**src/rtl/change_dispenser.sv**
```systemverilog
// Greedy coin-return sequencer: pays out a cent amount as quarters,
// dimes and nickels, one registered eject pulse at a time.
module change_dispenser #(
   parameter int WIDTH        = 10,
   parameter int PULSE_CYCLES = 4,
   parameter int GAP_CYCLES   = 2
) (
   input  logic             inClk,
   input  logic             inReset,
   input  logic             inStart,
   input  logic [WIDTH-1:0] inAmount,
   input  logic             inQuarterEmpty,
   input  logic             inDimeEmpty,
   input  logic             inNickelEmpty,
   output logic             outReady,
   output logic             outQuarter,
   output logic             outDime,
   output logic             outNickel,
   output logic [WIDTH-1:0] outRemaining,
   output logic             outDone,
   output logic             outError
);

   localparam logic [2:0] S_IDLE   = 3'd0;
   localparam logic [2:0] S_SELECT = 3'd1;
   localparam logic [2:0] S_PULSE  = 3'd2;
   localparam logic [2:0] S_GAP    = 3'd3;
   localparam logic [2:0] S_FINISH = 3'd4;

   localparam int CMAX = (PULSE_CYCLES > GAP_CYCLES) ? PULSE_CYCLES : GAP_CYCLES;
   localparam int CW   = (CMAX > 1) ? $clog2(CMAX) : 1;

   localparam logic [WIDTH-1:0] V25 = WIDTH'(25);
   localparam logic [WIDTH-1:0] V10 = WIDTH'(10);
   localparam logic [WIDTH-1:0] V5  = WIDTH'(5);

   localparam logic [CW-1:0] P_LOAD = CW'(PULSE_CYCLES - 1);
   localparam logic [CW-1:0] G_LOAD = CW'(GAP_CYCLES - 1);

   logic [2:0]       state_q, state_d;
   logic [WIDTH-1:0] rem_q, rem_d;
   logic [CW-1:0]    cnt_q, cnt_d;
   logic             err_q, err_d;
   logic [2:0]       coin_q, coin_d;
   logic             ready_q, ready_d;
   logic             done_q, done_d;
   logic             error_q, error_d;
   logic [WIDTH-1:0] amt_mod5;

   assign amt_mod5 = inAmount % V5;

   always_comb begin
      state_d = state_q;
      rem_d   = rem_q;
      cnt_d   = cnt_q;
      err_d   = err_q;
      coin_d  = coin_q;
      unique case (state_q)
         S_IDLE: begin
            if (inStart) begin
               rem_d = inAmount;
               err_d = 1'b0;
               if (amt_mod5 != '0) begin
                  err_d   = 1'b1;
                  state_d = S_FINISH;
               end else begin
                  state_d = S_SELECT;
               end
            end
         end
         S_SELECT: begin
            // Priority order gives greedy largest-coin-first selection.
            if (rem_q == '0) begin
               state_d = S_FINISH;
            end else if (rem_q >= V25 && !inQuarterEmpty) begin
               coin_d  = 3'b100;
               rem_d   = rem_q - V25;
               cnt_d   = P_LOAD;
               state_d = S_PULSE;
            end else if (rem_q >= V10 && !inDimeEmpty) begin
               coin_d  = 3'b010;
               rem_d   = rem_q - V10;
               cnt_d   = P_LOAD;
               state_d = S_PULSE;
            end else if (rem_q >= V5 && !inNickelEmpty) begin
               coin_d  = 3'b001;
               rem_d   = rem_q - V5;
               cnt_d   = P_LOAD;
               state_d = S_PULSE;
            end else begin
               err_d   = 1'b1;
               state_d = S_FINISH;
            end
         end
         S_PULSE: begin
            if (cnt_q == '0) begin
               coin_d  = 3'b000;
               cnt_d   = G_LOAD;
               state_d = S_GAP;
            end else begin
               cnt_d = cnt_q - 1'b1;
            end
         end
         S_GAP: begin
            if (cnt_q == '0) state_d = S_SELECT;
            else             cnt_d   = cnt_q - 1'b1;
         end
         S_FINISH: state_d = S_IDLE;
         default: begin
            state_d = S_IDLE;
            coin_d  = 3'b000;
         end
      endcase
      ready_d = (state_d == S_IDLE);
      done_d  = (state_d == S_FINISH);
      error_d = done_d & err_d;
   end

   always_ff @(posedge inClk or posedge inReset) begin
      if (inReset) begin
         state_q <= S_IDLE;
         rem_q   <= '0;
         cnt_q   <= '0;
         err_q   <= 1'b0;
         coin_q  <= 3'b000;
         ready_q <= 1'b1;
         done_q  <= 1'b0;
         error_q <= 1'b0;
      end else begin
         state_q <= state_d;
         rem_q   <= rem_d;
         cnt_q   <= cnt_d;
         err_q   <= err_d;
         coin_q  <= coin_d;
         ready_q <= ready_d;
         done_q  <= done_d;
         error_q <= error_d;
      end
   end

   assign outReady     = ready_q;
   assign outQuarter   = coin_q[2];
   assign outDime      = coin_q[1];
   assign outNickel    = coin_q[0];
   assign outRemaining = rem_q;
   assign outDone      = done_q;
   assign outError     = error_q;

endmodule

```
**config.mk**
```make
export PLATFORM = sky130hd
export DESIGN_NAME = change_dispenser
export DESIGN_NICKNAME = d
export VERILOG_FILES = /design/src/rtl/change_dispenser.sv
export SDC_FILE = /design/constraint.sdc
export NUM_CORES = 1
export LEC_CHECK = 0
export BUFFER_PORTS_ARGS = -buffer_cell sky130_fd_sc_hd__buf_2
export CAP_MARGIN = 5
export CELL_PAD_IN_SITES_DETAIL_PLACEMENT = 0
export CELL_PAD_IN_SITES_GLOBAL_PLACEMENT = 1
export CORE_UTILIZATION = 44
export CTS_BUF_LIST = sky130_fd_sc_hd__clkbuf_8 sky130_fd_sc_hd__clkbuf_16
export CTS_CLUSTER_SIZE = 12
export DETAILED_ROUTE_END_ITERATION = 7
export GPL_TIMING_DRIVEN = 0
export PLACE_DENSITY_LB_ADDON = 0.15
export SLEW_MARGIN = 40
export SYNTH_ARGS = -nofsm -noshare
export SYNTH_HDL_FRONTEND = slang
export SYNTH_SLANG_ARGS = --single-unit
```
**constraint.sdc**
```tcl
create_clock -name inClk -period 3.8 [get_ports inClk]
set_input_delay 0.76 -clock inClk [delete_from_list [all_inputs] [get_ports inClk]]
set_output_delay 0.76 -clock inClk [all_outputs]
set_load 0.05 [all_outputs]
```
### Yosys cells after proc, flatten, opt, wreduce, memory -nomap -nowiden

Index checks and enable logic that the tools add are counted.

| operators by class | value |
|---|---|
| muxes and demuxes | 35 |
| add/sub/neg operators | 4 |
| bitwise operators | 2 |
| div/mod/pow operators | 1 |
| reduce and logical (&&, ||, !) cells | 17 |
| order comparisons | 3 |
| equality and inequality tests | 10 |

Operators with widths:

| cell | count |
|---|---|
| 2-to-1 mux 10 bit | 5 |
| 2-to-1 mux 3 bit | 13 |
| one-hot mux 10 bit (2 select lines) | 1 |
| 2-to-1 mux 2 bit | 6 |
| one-hot mux 3 bit (4 select lines) | 1 |
| AND reduction 4 bit | 3 |
| greater-or-equal comparator 10 x 3 -> 1 bit, second input constant | 1 |
| greater-or-equal comparator 10 x 4 -> 1 bit, second input constant | 1 |
| greater-or-equal comparator 10 x 5 -> 1 bit, second input constant | 1 |
| logical NOT 10 bit | 1 |
| modulo 10 x 3 -> 10 bit, second input constant | 1 |
| nonzero test 10 bit | 1 |
| subtractor 10 x 3 -> 10 bit, second input constant | 1 |
| subtractor 10 x 4 -> 10 bit, second input constant | 1 |
| subtractor 10 x 5 -> 10 bit, second input constant | 1 |
| one-hot mux 3 bit (3 select lines) | 1 |
| != test 2 bit, second input constant | 4 |
| equality test 3 x 2 -> 1 bit, second input constant | 2 |
| equality test 3 bit, second input constant | 2 |
| logical NOT 3 bit | 2 |
| 2-to-1 mux 1 bit | 6 |
| one-hot mux 2 bit (3 select lines) | 1 |
| != test 4 bit, second input constant | 1 |
| equality test 3 x 1 -> 1 bit, second input constant | 1 |
| 10 further kinds | 14 |

| word-level totals | value |
|---|---|
| word-level logic and storage cells | 80 |
| input bits | 16 |
| bits in registers | 22 |

### Depth between registers and ports, before layout

Gate-level depths: netlist (run 1).

| logic depth | value |
|---|---|
| word-level depth | 9 |
| depth in mapped cells | 20 |
| depth with buffers taken out | 18 |

### Least setup slack after synthesis (run 1)

Ideal clock, no wire load.

| path | value |
|---|---|
| path kind | in2reg |
| start point | input inAmount[7] |
| end point | register state_q[0] |
| stages | 19 |
| setup slack | -0.526 ns |
| data required time | 3.681 ns |
| arrival time | 4.208 ns |
| buffers on the path | 1 |
| cell sequence | buf_2 -> or3b_2 -> a31oi_4 -> a211oi_4 -> a2111oi_0 -> nor4_1 -> and2_4 -> inv_1 -> ha_1 -> a21oi_2 -> a211oi_1 -> xnor2_1 -> ha_1 -> and2_1 -> nand2_1 -> nor4b_1 -> o21ai_0 -> o211ai_2 -> a21bo_1 |

| between the ends | value |
|---|---|
| cells in the longest elaborated chain, start to end | 5 |

RTL lines:

| what | RTL line | RTL |
|---|---|---|
| start: declaration | 11 | `input logic [WIDTH-1:0] inAmount,` |
| modulo 10 x 3 -> 10 bit | 50 | `assign amt_mod5 = inAmount % V5;` |
| nonzero test 10 bit | 63 | `if (amt_mod5 != '0) begin` |
| 2-to-1 mux 3 bit | 63 |  |
| 2-to-1 mux 3 bit | 60 | `if (inStart) begin` |
| one-hot mux 3 bit (4 select lines) | 58 | `unique case (state_q)` |
| net state_d[0] | 40 | `logic [2:0] state_q, state_d;` |
| end signal: assignment | 130 | `state_q <= state_d;` |
| end: declaration | 40 |  |

The timed path passes the listed nets, and every way through them passes these cells.
A chain may end at the register's enable or synchronous reset.

### Worst setup path in the final report (run 1)

| path | value |
|---|---|
| start point | input inAmount[8] |
| end point | register state_q[0] |

The elaborated chain is that of the path after synthesis.

==> results of run 1 <==
critical path: cells and delay by family:
kind	cells	cell delay, ns
AO/OA/AOI/OAI	8	1.72
AND/OR/NAND/NOR	5	0.61
buffers and inverters	4	0.51
adder cells (fa/ha/maj)	1	0.26
XOR/XNOR	1	0.17
flip-flops by register name, indices dropped and copies added, names as in the netlist:
| signal | cells |
|---|---|
| outRemaining | 10 |
| coin_q | 3 |
| state_q | 3 |
| cnt_q | 2 |
| err_q | 1 |
| outDone | 1 |
| outError | 1 |
| outReady | 1 |
worst min-delay path by stage:
stage	to
floorplan	cnt_q[1]$_DFFE_PP0P_
CTS	state_q[1]$_DFF_PP0_
finish	cnt_q[1]$_DFFE_PP0P_
detailed placement	coin_q[0]$_DFFE_PP0P_
global route	state_q[1]$_DFF_PP0_
global placement	coin_q[0]$_DFFE_PP0P_
layout make-up:
cell class,instances,area [um^2]
clock inverter,1,30.0
fill,559,2420
buffer,23,144
timing repair buffer,56,390
inverter,23,88.8
clock buffer,3,41.3
tap,75,93.8
sequential,22,552
multi-input combinational,284,2190
kinds of logic after synthesis:
group                    count (synthesis)  synth area share, %
AO/OA/AOI/OAI                          141                 39.1
XOR/XNOR                                 4                 1.55
adder cells (fa/ha/maj)                 15                 6.75
buffers and inverters                   46                 7.21
flip-flops                              22                 20.1
multiplexers                             3                 1.19
AND/OR/NAND/NOR                        121                 24.1
power by group through the flow:
stage	logic (uW)	clock network [uW]	registers, uW
global placement	1290	0	455
detailed placement	1300	0	461
CTS	1360	233	455
finish	1400	228	453
floorplan	756	0	716
global route	1530	243	475
timing repair:
item / CTS / global route
endpoints found under the setup margin: 5 / 5
resized for setup: 26 / 23
pin swaps: 10 / 7
gates cloned: 2 / 0
setup buffers: 21 / 4
hold endpoints to repair: 0 / 0
cells in the final DEF, fill, tap and decap left out, types with 3 or more instances in the layout:
| cell | netlist | layout |
|---|---|---|
| sky130_fd_sc_hd__o32ai_1 | 4 | 3 |
| sky130_fd_sc_hd__o31ai_1 | 5 | 4 |
| sky130_fd_sc_hd__buf_8 | 0 | 3 |
| sky130_fd_sc_hd__dfrtp_1 | 21 | 21 |
| sky130_fd_sc_hd__clkbuf_1 | 15 | 10 |
| sky130_fd_sc_hd__nand2b_1 | 6 | 5 |
| sky130_fd_sc_hd__nand3_1 | 9 | 9 |
| sky130_fd_sc_hd__o211ai_1 | 12 | 12 |
| sky130_fd_sc_hd__clkbuf_2 | 0 | 4 |
| sky130_fd_sc_hd__a22o_1 | 3 | 3 |
| sky130_fd_sc_hd__a22oi_1 | 4 | 4 |
| sky130_fd_sc_hd__a21oi_1 | 30 | 29 |
| sky130_fd_sc_hd__nor2b_1 | 5 | 4 |
| sky130_fd_sc_hd__nor3_1 | 16 | 15 |
| sky130_fd_sc_hd__buf_2 | 5 | 29 |
| sky130_fd_sc_hd__buf_4 | 1 | 25 |
| sky130_fd_sc_hd__and3b_1 | 3 | 3 |
| sky130_fd_sc_hd__o21ai_1 | 1 | 3 |
| sky130_fd_sc_hd__inv_1 | 23 | 21 |
| sky130_fd_sc_hd__ha_1 | 14 | 13 |
| sky130_fd_sc_hd__buf_6 | 2 | 7 |
| sky130_fd_sc_hd__nand2_1 | 31 | 30 |
| sky130_fd_sc_hd__o21ai_0 | 21 | 19 |
| sky130_fd_sc_hd__o22ai_1 | 6 | 6 |
| sky130_fd_sc_hd__o21a_1 | 4 | 4 |
| sky130_fd_sc_hd__a211oi_2 | 2 | 5 |
| sky130_fd_sc_hd__nor2_1 | 19 | 18 |
| sky130_fd_sc_hd__or3_1 | 4 | 4 |
| sky130_fd_sc_hd__a31oi_1 | 6 | 6 |
| sky130_fd_sc_hd__clkbuf_8 | 0 | 3 |
| sky130_fd_sc_hd__and2_4 | 1 | 3 |
metrics by stage:
step	hold WS [ns]	power (uW)	instances	area (um^2)
3_5_place_dp	0.494	1760	456	3060
5_1_grt	0.531	2250	487	3530
4_1_cts	0.511	2050	483	3400
6_report	0.489	2080	487	3530
2_1_floorplan	0.507	1470	352	2820
3_3_place_gp	0.486	1750	456	3060
per-layer routing:
layer  wire length, um  vias up  share of wire, %
met2              3740       60                47
met3               303        6               3.8
li1                  -     1460                 -
met4                43        0              0.54
met1              3820     1397                48
met5                 0        -                 0
==> reports/qor.yml, run 1 <==
status:
  run_status: "finished with violations"
  violated_checks: "setup timing"
timing:
  hold_viol_final: 0
  max-slew-margin-rel_pct: 46.4
  slew_viol_final: 0
  post-route-period-util_pct: 102
  rsz0062_at_grt: "true"
  fmax_mhz: 257
  timing.clock.skew_ns: 0.00206
  tns_ns: -0.211
  worst_setup_margin_ns: -0.0892
  setup_viol: 5
  tightest_slew_ns: 0.797
  finalCriticalPeriod_ns: 3.89
synthesis:
  synth_async_sr_flop_share_pct: 100
  post-synth-top-area-cell: "sky130_fd_sc_hd__dfrtp_1"
  distinct_cells_synth: 84
  post_synth_most_frequent_cells: "sky130_fd_sc_hd__nand2_1 (31), sky130_fd_sc_hd__a21oi_1 (30), sky130_fd_sc_hd__inv_1 (23), sky130_fd_sc_hd__dfrtp_1 (21), sky130_fd_sc_hd__o21ai_0 (21)"
  syn_nets: 382
  synthFlopType: "sky130_fd_sc_hd__dfrtp_1"
  synth.area.top_cells: "sky130_fd_sc_hd__dfrtp_1 (19%), sky130_fd_sc_hd__ha_1 (6.4%), sky130_fd_sc_hd__a21oi_1 (5.5%), sky130_fd_sc_hd__nand2_1 (4.2%), sky130_fd_sc_hd__o21ai_0 (3.8%)"
  synth-edff-count: 0
  synth-warning-count: 0
  synth.yosys.seq_area_share_pct: 20.1
  ys_seq_elements: 22
  syn_area_per_cell_um2: 7.79
  post_synth_inst_count: 352
  synthDominantCellAreaShare_pct: 19.2
  yosysMostFrequentCell: "sky130_fd_sc_hd__nand2_1"
  synthesis.area_um2: 2740
die:
  dieHeight_um: 80.9
  starting_utilization_of_the_core_area_pct: 46.0
  dieArea_um2: 6550
  rows: 28
  chipWidth_um: 80.9
  coreArea_um2: 5960
  num_io_pins: 32
global_route:
  globalRouteOverflowTotal: 0
  antenna_found_initial: 0
  grt_util_met3_pct: 3.15
  global_route.usage.met2_pct: 40.0
  global_route.usage.met1_pct: 34.2
  vias_in_the_first_global_route: 2655
  groute.usage.overall_pct: 24.2
  pin_count_of_the_biggest_net_entering_global_routing: 23
  grt-busiest-layer: "met2"
  grt_pass1_wl_um: 12600
layout:
  final_core_util_pct: 59.3
  areaGrowthSynthToFinish_pct: 28.9
  drive_gt1_share_pct: 30.1
  final_net_count: 443
  antenna_cells_inserted: 0
clock_tree:
  tritoncts: "yes"
  worst_skew_pair.late_latency_ns: 0.27
  path_clk_slew_ns: 0.09
  total_number_of_h_tree_levels: 1
  cts_buffer_depth: 2
  cts.sinks: 22
  cts-hold-fix-buffers: 0
  cts_root_buffer: "sky130_fd_sc_hd__clkbuf_8"
  cts-buffers-inserted: 3
power:
  ir_worst_vdd_mv: 0.399
  power.share.switching_pct: 53.6
  netSwitchingPower_uw: 1110
  power.density_nw_per_um2: 588
  clkPwrFrac_pct: 11.0
  power.share.sequential_pct: 21.8
  total_internal_power_uw: 965
  power_leakage_uw: 0.00152
  share_comb_of_total_power_pct: 67.2
worst_setup_path:
  path_cells: "buf_12 -> buf_8 -> and2b_1 -> a221o_2 -> buf_6 -> o211ai_1 -> buf_4 -> o211ai_2 -> nand3_1 -> a211oi_2 -> a211oi_2 -> xnor2_1 -> ha_1 -> and2_4 -> nand2_4 -> nor4b_4 -> o21ai_1 -> o211ai_2 -> a21bo_1"
  critPathRequiredTime_ns: 3.97
  endpoint_kind: "register"
  timing.critical_path.from_type: "input pin"
  crit-reg2reg-launch: "outRemaining[1]$_DFFE_PP0P_"
  criticalPathCategory: "input pin to register"
  worst_setup_path_endpoint: "state_q[0]$_DFF_PP0_"
  worst-r2r-cell-count: 10
  path_max_fanout: 8
  critPathLaunch: "inAmount[8]"
  rr_endpoint: "outRemaining[1]$_DFFE_PP0P_"
  critPathMaxStageDelay_ns: 0.46
  timing.critical_path.arrival_ns: 4.06
  reg2reg_slack_ns: 0.55
  crit_path_top_delay_cell: "sky130_fd_sc_hd__a221o_2"
placed_design:
  placement.io_buffers: 29
  routability_congestion: 0.834
  dpl.hpwl_um: 5530
  pre_cts_ws_ns: -0.746
flow_run:
  cap_viol_max_count: 0
detailed_routing:
  detail_route.wl_per_cell_um: 16.2
  routed_via_density: 6.00
  final_antenna_net_count: 0
  drc: 0
  iteration_0_drc_markers: 178
  drt_first_pass_iters: 4
  routed-via-count: 2923
  drt_wl_total_um: 7910
worst_hold_path:
  hold_path.class: "input pin to asynchronous set/reset pin"
Note: power is estimated with default switching activity, not from simulation.
==> run 2: changes to the inputs <==
Settings changed: SLEW_MARGIN 40 to 15.
Clock period 3.8 ns to 4.2 ns, I/O delays scaled along.
==> run 2 against run 1 <==
Effect of this change: the run now ends clean; routed wire length rose by 0.35%; critical endpoint unchanged; largest power group unchanged; die area did not move; critical path depth rose by 1; final cell count rose by 0.82%.
==> reports/qor.yml, run 2 (same netlist as run 1, synthesis figures left out) <==
status:
  run_status: "finished clean"  # was finished with violations
timing:
  setup_viol: 0  # was 5
  max-slew-margin-rel_pct: 41.4  # was 46.4%
  hold_viol_final: 0  # unchanged
  fmax_mhz: 247
  tightest_slew_ns: 0.878  # was 0.797 ns
  tns_ns: 0  # was -0.211 ns
  finalCriticalPeriod_ns: 4.05
  timing.clock.skew_ns: 0.00385  # was 0.00206 ns
  post-route-period-util_pct: 96.5
  slew_viol_final: 0  # unchanged
die:
  dieArea_um2: 6550  # unchanged
  starting_utilization_of_the_core_area_pct: 46.0  # unchanged
  dieHeight_um: 80.9  # unchanged
  chipWidth_um: 80.9  # unchanged
  coreArea_um2: 5960  # unchanged
  rows: 28  # unchanged
  num_io_pins: 32  # unchanged
layout:
  final_net_count: 447  # was 443
  drive_gt1_share_pct: 29.1  # was 30.1%
  mostFrequentLayoutCells: "sky130_fd_sc_hd__nand2_1 (30), sky130_fd_sc_hd__buf_4 (30), sky130_fd_sc_hd__a21oi_1 (29), sky130_fd_sc_hd__buf_2 (29), sky130_fd_sc_hd__inv_1 (22)"  # was sky130_fd_sc_hd__nand2_1 (30), sky130_fd_sc_hd__a21oi_1 (29), sky130_fd_sc_hd__buf_2 (29), sky130_fd_sc_hd__buf_4 (25)
  final_core_util_pct: 59.2  # was 59.3%
  areaGrowthSynthToFinish_pct: 28.6  # was 28.9%
  max_reg_flops: 10  # unchanged
  antenna_cells_inserted: 0  # unchanged
worst_setup_path:
  critPathMostFrequentCell: "sky130_fd_sc_hd__and2_4"
  timing.critical_path.arrival_ns: 4.22  # was 4.06 ns
  crit_path_top_delay_cell: "sky130_fd_sc_hd__a221o_1"  # was sky130_fd_sc_hd__a221o_2
  path_cells: "buf_4 -> buf_6 -> and2b_1 -> a221o_1 -> o21ai_4 -> o32ai_1 -> a311oi_1 -> and2_4 -> inv_4 -> ha_4 -> a21oi_4 -> a211oi_2 -> xnor2_1 -> ha_1 -> and2_4 -> nand2_2 -> nor3_1 -> o21ai_1 -> o211ai_2 -> a21bo_1"  # was buf_12 -> buf_8 -> and2b_1 -> a221o_2 -> buf_6 -> o211ai_1 -> buf_4 -> o211ai_2 -> nand3_1 -> a211oi_2 -> a211oi_2 -> xnor2_1 -> ha_1 -> and2_4 -> nand2_4 -> nor4b_4 -> o21ai_1 -> o211ai_2 -> a21bo_1
  path_max_fanout: 5  # was 8
  critPathMaxStageDelay_ns: 0.44  # was 0.46 ns
  critPathRequiredTime_ns: 4.37  # was 3.97 ns
  timing.critical_path.from_type: "input pin"  # unchanged
  timing.critical_path.max_delay_family: "compound AO/OA/AOI/OAI gates"  # unchanged
  criticalPathCategory: "input pin to register"  # unchanged
  endpoint_kind: "register"  # unchanged
  crit_buf_inv: 3  # was 4
clock_tree:
  cts_root_buffer: "sky130_fd_sc_hd__clkbuf_8"  # unchanged
  worst_skew_pair.late_latency_ns: 0.27  # about the same
  cts_buffer_depth: 2  # unchanged
  tritoncts: "yes"  # unchanged
  cts-hold-fix-buffers: 0  # unchanged
  path_clk_slew_ns: 0.09  # about the same
  cts-buffers-inserted: 3  # unchanged
  total_number_of_h_tree_levels: 1  # unchanged
  cts.sinks: 22  # unchanged
placed_design:
  routability_congestion: 0.866  # was 0.834
  placement.io_buffers: 29  # unchanged
  dpl.hpwl_um: 5480  # was 5530 um
worst_hold_path:
  hold_path.class: "register to register"  # was input pin to asynchronous set/reset pin
flow_run:
  cap_viol_max_count: 0  # unchanged
detailed_routing:
  detail_route.wl_per_cell_um: 16.2  # about the same
  drc: 0  # unchanged
  routed-via-count: 3006  # was 2923
  iteration_0_drc_markers: 155  # was 178
  drt_first_pass_iters: 4  # unchanged
  routed_via_density: 6.12  # was 6.00
  final_antenna_net_count: 0  # unchanged
  drt_wl_total_um: 7930  # was 7910 um
global_route:
  grt_pass1_wl_um: 12500  # was 12600 um
  vias_in_the_first_global_route: 2569  # was 2655
  antenna_found_initial: 0  # unchanged
  pin_count_of_the_biggest_net_entering_global_routing: 23  # unchanged
  groute.usage.overall_pct: 23.9  # was 24.2%
  globalRouteOverflowTotal: 0  # unchanged
power:
  power.density_nw_per_um2: 532  # was 588 nW/um^2
  power_leakage_uw: 0.00151  # was 0.00152 uW
  ir_worst_vdd_mv: 0.356  # was 0.399 mV
[run 2: cell count changes in the layout (fill, tap and decap cells not counted), moves of 2 or more]
cell,delta
sky130_fd_sc_hd__nor4b_2,+2
sky130_fd_sc_hd__buf_4,+5
sky130_fd_sc_hd__nor4b_4,-2
sky130_fd_sc_hd__nor2_2,+2
[run 2: worst paths after layout]
kind	start	end	slack, ns	cells after the start
min	coin_q[0]$_DFFE_PP0P_	coin_q[0]$_DFFE_PP0P_	0.53	1
max reg2reg	outRemaining[1]$_DFFE_PP0P_	outRemaining[1]$_DFFE_PP0P_	0.90	10
min in group asynchronous	inReset	state_q[1]$_DFF_PP0_	0.74	2
min reg2reg	coin_q[0]$_DFFE_PP0P_	coin_q[0]$_DFFE_PP0P_	0.53	1
max	inAmount[9]	state_q[0]$_DFF_PP0_	0.15	20
max in group asynchronous	inReset	outRemaining[3]$_DFFE_PP0P_	2.92	2
[run 2: layout make-up]
| class | count | area [um^2] |
|---|---|---|
| clock buffer | 3 | 41.3 |
| multi-input combinational | 284 | 2160 |
| inverter | 23 | 88.8 |
| buffer | 23 | 143 |
| clock inverter | 1 | 30.0 |
| fill | 563 | 2430 |
| timing repair buffer | 60 | 418 |
| sequential | 22 | 552 |
| tap | 75 | 93.8 |
[run 2: power breakdown]
group | leakage [uW] | switching, uW | internal, uW | total [uW]
clock network | 0.0000357 | 73.6 | 127 | 201
logic | 0.00121 | 832 | 432 | 1260
registers | 0.000265 | 95.8 | 315 | 411
total | 0.00151 | 1000 | 874 | 1880
[run 2: per-layer routing]
layer | track usage (%) | routed length [um] | up-vias
met3 | 3.48 | 432 | 4
met4 | 4.11 | 40 | 0
met2 | 38.2 | 3700 | 101
met1 | 34.3 | 3760 | 1429
met5 | 0 | 0 | -
li1 | - | - | 1472
[run 2: timing repair]
item	CTS	global route
setup buffers	10	18
resized for setup	17	35
pin swaps	12	24
setup endpoints to repair	5	5
cloned	0	3
[run 2: through the flow]
stage                     hold WS, ns  instances  cell area, um^2  total power (uW)  setup WS (ns)
after floorplan                 0.507        352             2770              1320         0.0336
after global placement          0.486        456             3010              1580         -0.555
after detailed placement        0.511        456             3010              1590         -0.528
after CTS                       0.532        470             3240              1830         0.0112
after global routing            0.549        491             3520              2040        -0.0411
final                           0.527        491             3520              1880          0.147
